**config.mk**
```make
export PLATFORM = sky130hd
export DESIGN_NAME = jtopl_eg_seq
export DESIGN_NICKNAME = d
export VERILOG_FILES = /design/src/rtl/jtopl_eg_seq.sv
export SDC_FILE = /design/constraint.sdc
export NUM_CORES = 1
export LEC_CHECK = 0
export BUFFER_PORTS_ARGS = -buffer_cell sky130_fd_sc_hd__buf_2
export CAP_MARGIN = 20
export CORE_AREA = 2 2 185 187
export CTS_BUF_LIST = sky130_fd_sc_hd__clkbuf_4 sky130_fd_sc_hd__clkbuf_8 sky130_fd_sc_hd__clkbuf_16
export DETAILED_ROUTE_END_ITERATION = 12
export DIE_AREA = 0 0 187 189
export PLACE_DENSITY = 0.76
export SLEW_MARGIN = 0
export SYNTH_ARGS = -nofsm -noshare
export SYNTH_HDL_FRONTEND = slang
export SYNTH_SLANG_ARGS = --single-unit
export TNS_END_PERCENT = 100
```
**constraint.sdc**
```tcl
create_clock -name clk -period 3.59 [get_ports clk]
set_input_delay 0.1795 -clock clk [delete_from_list [all_inputs] [get_ports clk]]
set_output_delay 0.1795 -clock clk [all_outputs]
set_load 0.05 [all_outputs]
```
**src/rtl/jtopl_eg_seq.sv**
```systemverilog
// Steps a slot counter over all operator slots and holds each slot's envelope state, attenuation and last key level.
// Read path is combinational from slot; write-back lands at the edge ending the slot. No backpressure; cen gates every register.
module jtopl_eg_seq #(
   parameter int SLOTS = 18,
   parameter int EGW   = 10,
   parameter int CNTW  = 15
) (
   input  logic            clk,
   input  logic            rst_n,
   input  logic            cen,
   input  logic            keyon,
   input  logic [2:0]      state_next,
   input  logic [EGW-1:0]  eg_next,
   output logic [4:0]      slot,
   output logic            zero,
   output logic [CNTW-1:0] eg_cnt,
   output logic            keyon_now,
   output logic            keyoff_now,
   output logic [2:0]      state_cur,
   output logic [EGW-1:0]  eg_cur
);

   localparam logic [2:0] ST_RELEASE = 3'b100;
   localparam logic [4:0] LAST_SLOT  = 5'(SLOTS - 1);

   typedef struct packed {
      logic [2:0]     state;
      logic [EGW-1:0] eg;
      logic           key_last;
   } entry_t;

   entry_t          entry [SLOTS];
   entry_t          cur;
   logic [CNTW-1:0] cnt_inc;

   assign cur        = entry[slot];
   assign state_cur  = cur.state;
   assign eg_cur     = cur.eg;
   assign keyon_now  = keyon & ~cur.key_last;
   assign keyoff_now = ~keyon & cur.key_last;

   // Zero means "no tick" to the step logic, so the wrap lands on 1.
   always_comb begin
      cnt_inc = eg_cnt + {{(CNTW-1){1'b0}}, 1'b1};
      if (cnt_inc == '0)
         cnt_inc = {{(CNTW-1){1'b0}}, 1'b1};
   end

   always_ff @(posedge clk) begin
      if (!rst_n) begin
         slot   <= 5'd0;
         zero   <= 1'b1;
         eg_cnt <= '0;
         for (int i = 0; i < SLOTS; i++)
            entry[i] <= '{state: ST_RELEASE, eg: '1, key_last: 1'b0};
      end else if (cen) begin
         entry[slot] <= '{state: state_next, eg: eg_next, key_last: keyon};
         if (slot == LAST_SLOT) begin
            slot   <= 5'd0;
            zero   <= 1'b1;
            eg_cnt <= cnt_inc;
         end else begin
            slot   <= slot + 5'd1;
            zero   <= 1'b0;
         end
      end
   end

endmodule

```
==> out/qor.yml, run 1 <==
cells_and_area:
  area_delta_synth_final_pct: 13.1
  seq_area_sq_mm: 0.0140
  final_area_sq_mm: 0.0223
  layout_common_cells: "edfxtp_1, nand2_1, mux4_2"
  multi_input_comb_area_sq_mm: 0.00533
  fill_cells: 2167
  final_core_util_pct: 66.9
  drive_gt1_share_pct: 27.0
  antenna_cells: 0
  final_cells: 1746
  mostFrequentLayoutCell: "edfxtp_1"
  final_net_count: 1281
cts:
  postCtsResizedCells: 0
  cts-root-buf: "clkbuf_16"
  post_cts_buffers: 0
  clock-sinks: 474
  numCtsBuffers: 47
  hold_buffers: 0
  h-tree-depth: 2
  cts_tree: "yes"
  clk_pin_slew_ns: 0.06
  cts_buffer_depth: 3
  clk_latency_ns: 0.56
die:
  die_h_microns: 189
  rows: 67
  die_x_microns: 187
  die_area_sq_mm: 0.0353
  ioPinCount: 53
  start_util_pct: 59.2
  core-area_sq_mm: 0.0333
yosys:
  post_synth_num_cell_types: 41
  ys.flop_type: "edfxtp_1"
  syn_area_sq_mm: 0.0197
  synthSimpleGateAreaFrac_pct: 8.47
  ys_async_sr_fraction_pct: 0
  synthXorXnorAreaFrac_pct: 0.889
  synth_top_family_by_area: "multiplexers"
  ys_ff_latch: 474
  avgSynthCellArea_sq_um: 16.8
  synth_mux_area_share_pct: 16.9
  synth_edf_count: 448
  synthCells: 1175
  yosys.area_share.adder_pct: 0.191
  ys_warn_count: 0
  syn_nets: 1195
  synth_compound_area_share_pct: 0.559
  seq_area_frac_synth_pct: 70.9
run:
  maxCapViolCount: 0
worst_hold_path:
  min-delay-start: "rst_n"
  hold_path_end: "zero"
  hp-class: "in -> reg"
  hold_path_depth: 3
setup_path:
  startpoint_type: "register"
  cp_slowest_cell: "mux4_2"
  r2r_cells: 4
  cp_data_arrival_time_ns: 3.15
  cp_slowest_stage_delay_ns: 0.55
  criticalPathCategory: "reg -> out"
  timing.rr.start: "slot[1]"
  cp.required_ns: 3.41
  cp_cell_sequence: "buf_12 > buf_12 > mux4_2 > mux4_2 > mux2_2 > buf_2"
  r2r_end: "entry[14][9]"
  crit_path_end_kind: "output pin"
  worstPathMaxFanout: 26
  reg2reg_slack_ns: 0.93
route:
  drtIter0Drc: 1357
  via_count: 11041
  routedWlPerCell_microns: 26.3
  ant_nets: 0
  routed_wl_microns: 45900
  via_per_inst: 6.32
  drc: 0
  first_pass_iters: 5
sta:
  setup-tns-final_ns: 0
  timing.final.crit_share_pct: 92.8
  hold_viol_final: 0
  slew_violations: 0
  fin_worst_skew_ns: 0.0198
  finalSetupViolations: 0
  max_freq_mhz: 300
  slew-limit-headroom_pct: 29.5
  tightestPinTransition_ns: 1.05
  fin_ws_ns: 0.260
  rsz0062_at_grt: "false"
  period_minus_slack_ns: 3.33
power:
  powerDensity_mw_per_mm2: 517
  max-vdd-ir-drop_v: 0.000340
  leakagePower_nw: 6.39
status:
  status: "complete, no violations"
global_route:
  grt.total_usage_pct: 26.6
  antenna_found_initial: 0
  grt_max_degree: 40
  gr-total-overflow: 0
  grt_pass1_wl_microns: 69100
  grt_pass1_vias: 11274
placement:
  pre_cts_slack_ns: 0.766
  dp_hpwl_microns: 28500
  postPlaceCellArea_sq_mm: 0.0207
  gp_congestion: 0.804
  io_buffers: 52
  place_inst: 1659
power breakdown:
part / switching [mW] / internal [mW] / leakage [nW]
logic: 0.362 / 0.217 / 1.72
clock network: 2.02 / 2.81 / 0.768
registers: 0.0338 / 6.06 / 3.90
total: 2.41 / 9.09 / 6.39
state kept, by name (all words and copies together), names as in the netlist, named ones only:
name,count
entry,448
eg_cnt,15
slot,5
zero,1
cell usage after synthesis (all sizes together), types with 2 or more instances:
| library cell | count | area (sq um) |
|---|---|---|
| nor4 | 4 | 25.0 |
| a21oi | 6 | 30.0 |
| nor3 | 7 | 35.0 |
| mux4 | 140 | 3150 |
| inv | 16 | 60.1 |
| ha | 3 | 37.5 |
| nand4 | 8 | 50.1 |
| dfxtp | 26 | 521 |
| mux2 | 14 | 158 |
| nand2b | 3 | 18.8 |
| edfxtp | 448 | 13500 |
| nand3 | 13 | 65.1 |
| a211oi | 3 | 22.5 |
| xor2 | 12 | 105 |
| o21ai | 2 | 10.0 |
| clkbuf | 57 | 214 |
| nor2 | 119 | 447 |
| and3 | 5 | 31.3 |
| and4 | 2 | 17.5 |
| mux2i | 2 | 20.0 |
| xnor2 | 8 | 70.1 |
| or3 | 3 | 18.8 |
| nand2 | 238 | 893 |
| and2 | 3 | 18.8 |
| nor3b | 2 | 20.0 |
| buf | 20 | 126 |
through the flow:
stage	hold WS, ns	power, mW
final	0.0714	11.5
after global placement	0.460	6.78
after CTS	0.0487	11.5
after floorplan	0.381	6.60
after global routing	0.0827	11.8
after detailed placement	0.462	6.80
worst max path at each step:
stage | start | slack, ns | cells past startpoint | to
floorplan | slot[4] | 1.06 | 3 | entry[17][0]
global placement | register | 0.84 | 6 | eg_cur[1]
detailed placement | register | 0.77 | 6 | eg_cur[7]
CTS | register | 0.19 | 6 | eg_cur[7]
global route | register | 0.12 | 6 | eg_cur[7]
finish | register | 0.26 | 6 | eg_cur[7]
cells by family after synthesis:
group,after synthesis
flip-flops,474
adder cells (fa/ha/maj),3
multiplexers,156
buffers and inverters,94
AO/OA/AOI/OAI,17
XOR/XNOR,20
AND/OR/NAND/NOR,411
per-layer routing:
| layer | vias up | GRT usage (%) | share of wire, % |
|---|---|---|---|
| li1 | 4649 | - | - |
| met5 | - | 0 | 0 |
| met2 | 684 | 43.1 | 49 |
| met3 | 80 | 4.78 | 10 |
| met4 | 0 | 7.30 | 2.3 |
| met1 | 5628 | 38.1 | 38 |
worst max-delay path, delay by kind of cell, from the launching register on:
family                 cells  cell delay (ns)
buffers and inverters      3             0.72
flip-flops                 1             0.50
multiplexers               3             1.35
final cells by class:
| class | count | share of cell area, % |
|---|---|---|
| tap | 448 | 2.52 |
| inverter | 17 | 0.286 |
| clock inverter | 25 | 0.949 |
| timing repair buffer | 114 | 3.67 |
| sequential | 474 | 62.8 |
| clock buffer | 61 | 5.91 |
| multi-input combinational | 607 | 23.9 |
Note: power is estimated with default switching activity, not from simulation.
==> inputs of run 2 (changes only) <==
clock period = 4 ns   (was 3.59 ns; I/O delays follow)
==> run 2 against run 1 <==
Compared with the run above: cell area shrank 0.72%; cell count decreased by 0.57%; critical path type unchanged; clock skew decreased by 0.0066 ns; global-route usage grew 0.40 points; sequential share of layout area increased by 0.45 points; hold slack worse by 0.019 ns; clock-buffer cell count is 3 lower; combinational power decreased by 12%; utilization down 0.48 points.
==> out/qor.yml, run 2 (synthesis gave the netlist of run 1 again) <==
status:
  status: "complete, no violations"
power:
  leakagePower_nw: 6.31
  design_power_total_mw: 10.1
  max-vdd-ir-drop_v: 0.000304
  powerDensity_mw_per_mm2: 459
placement:
  io_buffers: 52
  place_inst: 1656
  dp_hpwl_microns: 27700
  gp_congestion: 0.855
  pre_cts_slack_ns: 1.11
route:
  routedWlPerCell_microns: 26.7
  ant_nets: 0
  met2RoutedLength_microns: 22200
  drtIter0Drc: 1581
  first_pass_iters: 6
  drt-met1-wl_microns: 17700
  drc: 0
  top_layer: "met4"
  met3_length_microns: 5360
  routed_wl_microns: 46400
  via_per_inst: 6.30
  via_count: 10944
die:
  start_util_pct: 59.2
  rows: 67
  ioPinCount: 53
  die_h_microns: 189
  die_x_microns: 187
  core-area_sq_mm: 0.0333
  die_area_sq_mm: 0.0353
cts:
  numCtsBuffers: 46
  clock-sinks: 474
  cts-root-buf: "clkbuf_16"
  h-tree-depth: 2
  cts_tree: "yes"
  hold_buffers: 0
  clk_pin_slew_ns: 0.06
  postCtsResizedCells: 0
  post_cts_buffers: 0
  clk_latency_ns: 0.54
  cts_buffer_depth: 3
sta:
  slew-limit-headroom_pct: 31.8
  fin_ws_ns: 0.530
  max_freq_mhz: 288
  rsz0062_at_grt: "false"
  timing.final.crit_share_pct: 86.7
  setup-tns-final_ns: 0
  fin_worst_skew_ns: 0.0132
  finalSetupViolations: 0
  hold_viol_final: 0
  slew_violations: 0
  tightestPinTransition_ns: 1.02
  period_minus_slack_ns: 3.47
worst_hold_path:
  hp-class: "in -> reg"
cells_and_area:
  largest_register_ffs: 448
  top_register: "entry"
  top_regs: "entry: 448 flops, eg_cnt: 15 flops, slot: 5 flops"
  antenna_cells: 0
  final_cells: 1736
  drive_gt1_share_pct: 26.6
  final_net_count: 1276
  mostFrequentLayoutCell: "edfxtp_1"
  area_delta_synth_final_pct: 12.3
  layout_common_cells: "edfxtp_1, nand2_1, mux4_2"
  final_core_util_pct: 66.5
global_route:
  grt_max_degree: 45
  grt_pass1_wl_microns: 69400
  antenna_found_initial: 0
  gr-total-overflow: 0
  grt_pass1_vias: 11075
  grt.total_usage_pct: 27.0
setup_path:
  r2r_cells: 4
  crit_path_end_kind: "output pin"
  cp_data_arrival_time_ns: 3.27
  startpoint_type: "register"
  timing.rr.start: "slot[1]"
  timing.critical_path.to: "keyon_now"
  r2r_end: "entry[14][10]"
  criticalPathCategory: "reg -> out"
  worstPathMaxFanout: 18
  reg2reg_slack_ns: 1.50
  cp.required_ns: 3.80
run:
  maxCapViolCount: 0
run 2: area by class of cell:
type	count	area (sq um)
Tap cell	448	561
Clock buffer	58	1260
Timing Repair Buffer	110	746
Inverter	17	63.8
Clock inverter	22	180
Multi-Input combinational cell	607	5330
Sequential cell	474	14000
Fill cell	2198	11200
run 2: report_power, final:
group	switching [mW]	total [mW]	internal, mW	leakage, nW
registers	0.0370	5.48	5.44	3.90
clock network	1.74	4.16	2.41	0.722
logic	0.323	0.509	0.186	1.69
run 2: routing by layer:
| layer | global-route usage [%] | vias up |
|---|---|---|
| met1 | 38.7 | 5525 |
| li1 | - | 4627 |
| met4 | 7.84 | 0 |
| met2 | 42.8 | 707 |
| met5 | 0 | - |
| met3 | 5.76 | 85 |
run 2: through the flow:
| step | cell area [sq um] | hold slack, ns |
|---|---|---|
| 2_1_floorplan | 19700 | 0.402 |
| 3_3_place_gp | 20700 | 0.460 |
| 3_5_place_dp | 20700 | 0.458 |
| 4_1_cts | 22100 | 0.0316 |
| 5_1_grt | 22100 | 0.0522 |
| 6_report | 22100 | 0.0527 |
run 2: how the worst min path moves through the flow:
stage                     start   endpoint  slack [ns]  cells after the start
after detailed placement   zero       zero        0.46                      2
after floorplan           rst_n  eg_cnt[7]        0.40                      2
after global placement     zero       zero        0.46                      2
after global routing      rst_n       zero        0.05                      2
after CTS                 rst_n       zero        0.03                      2
final                     rst_n       zero        0.05                      2
run 2: worst max-delay path, cell delays in order (launching register included):
cell and delay, ns:
dfxtp_4 0.61, buf_4 0.33, mux4_2 0.54, mux4_2 0.47, mux2i_1 0.34, and2_1 0.18, buf_2 0.26
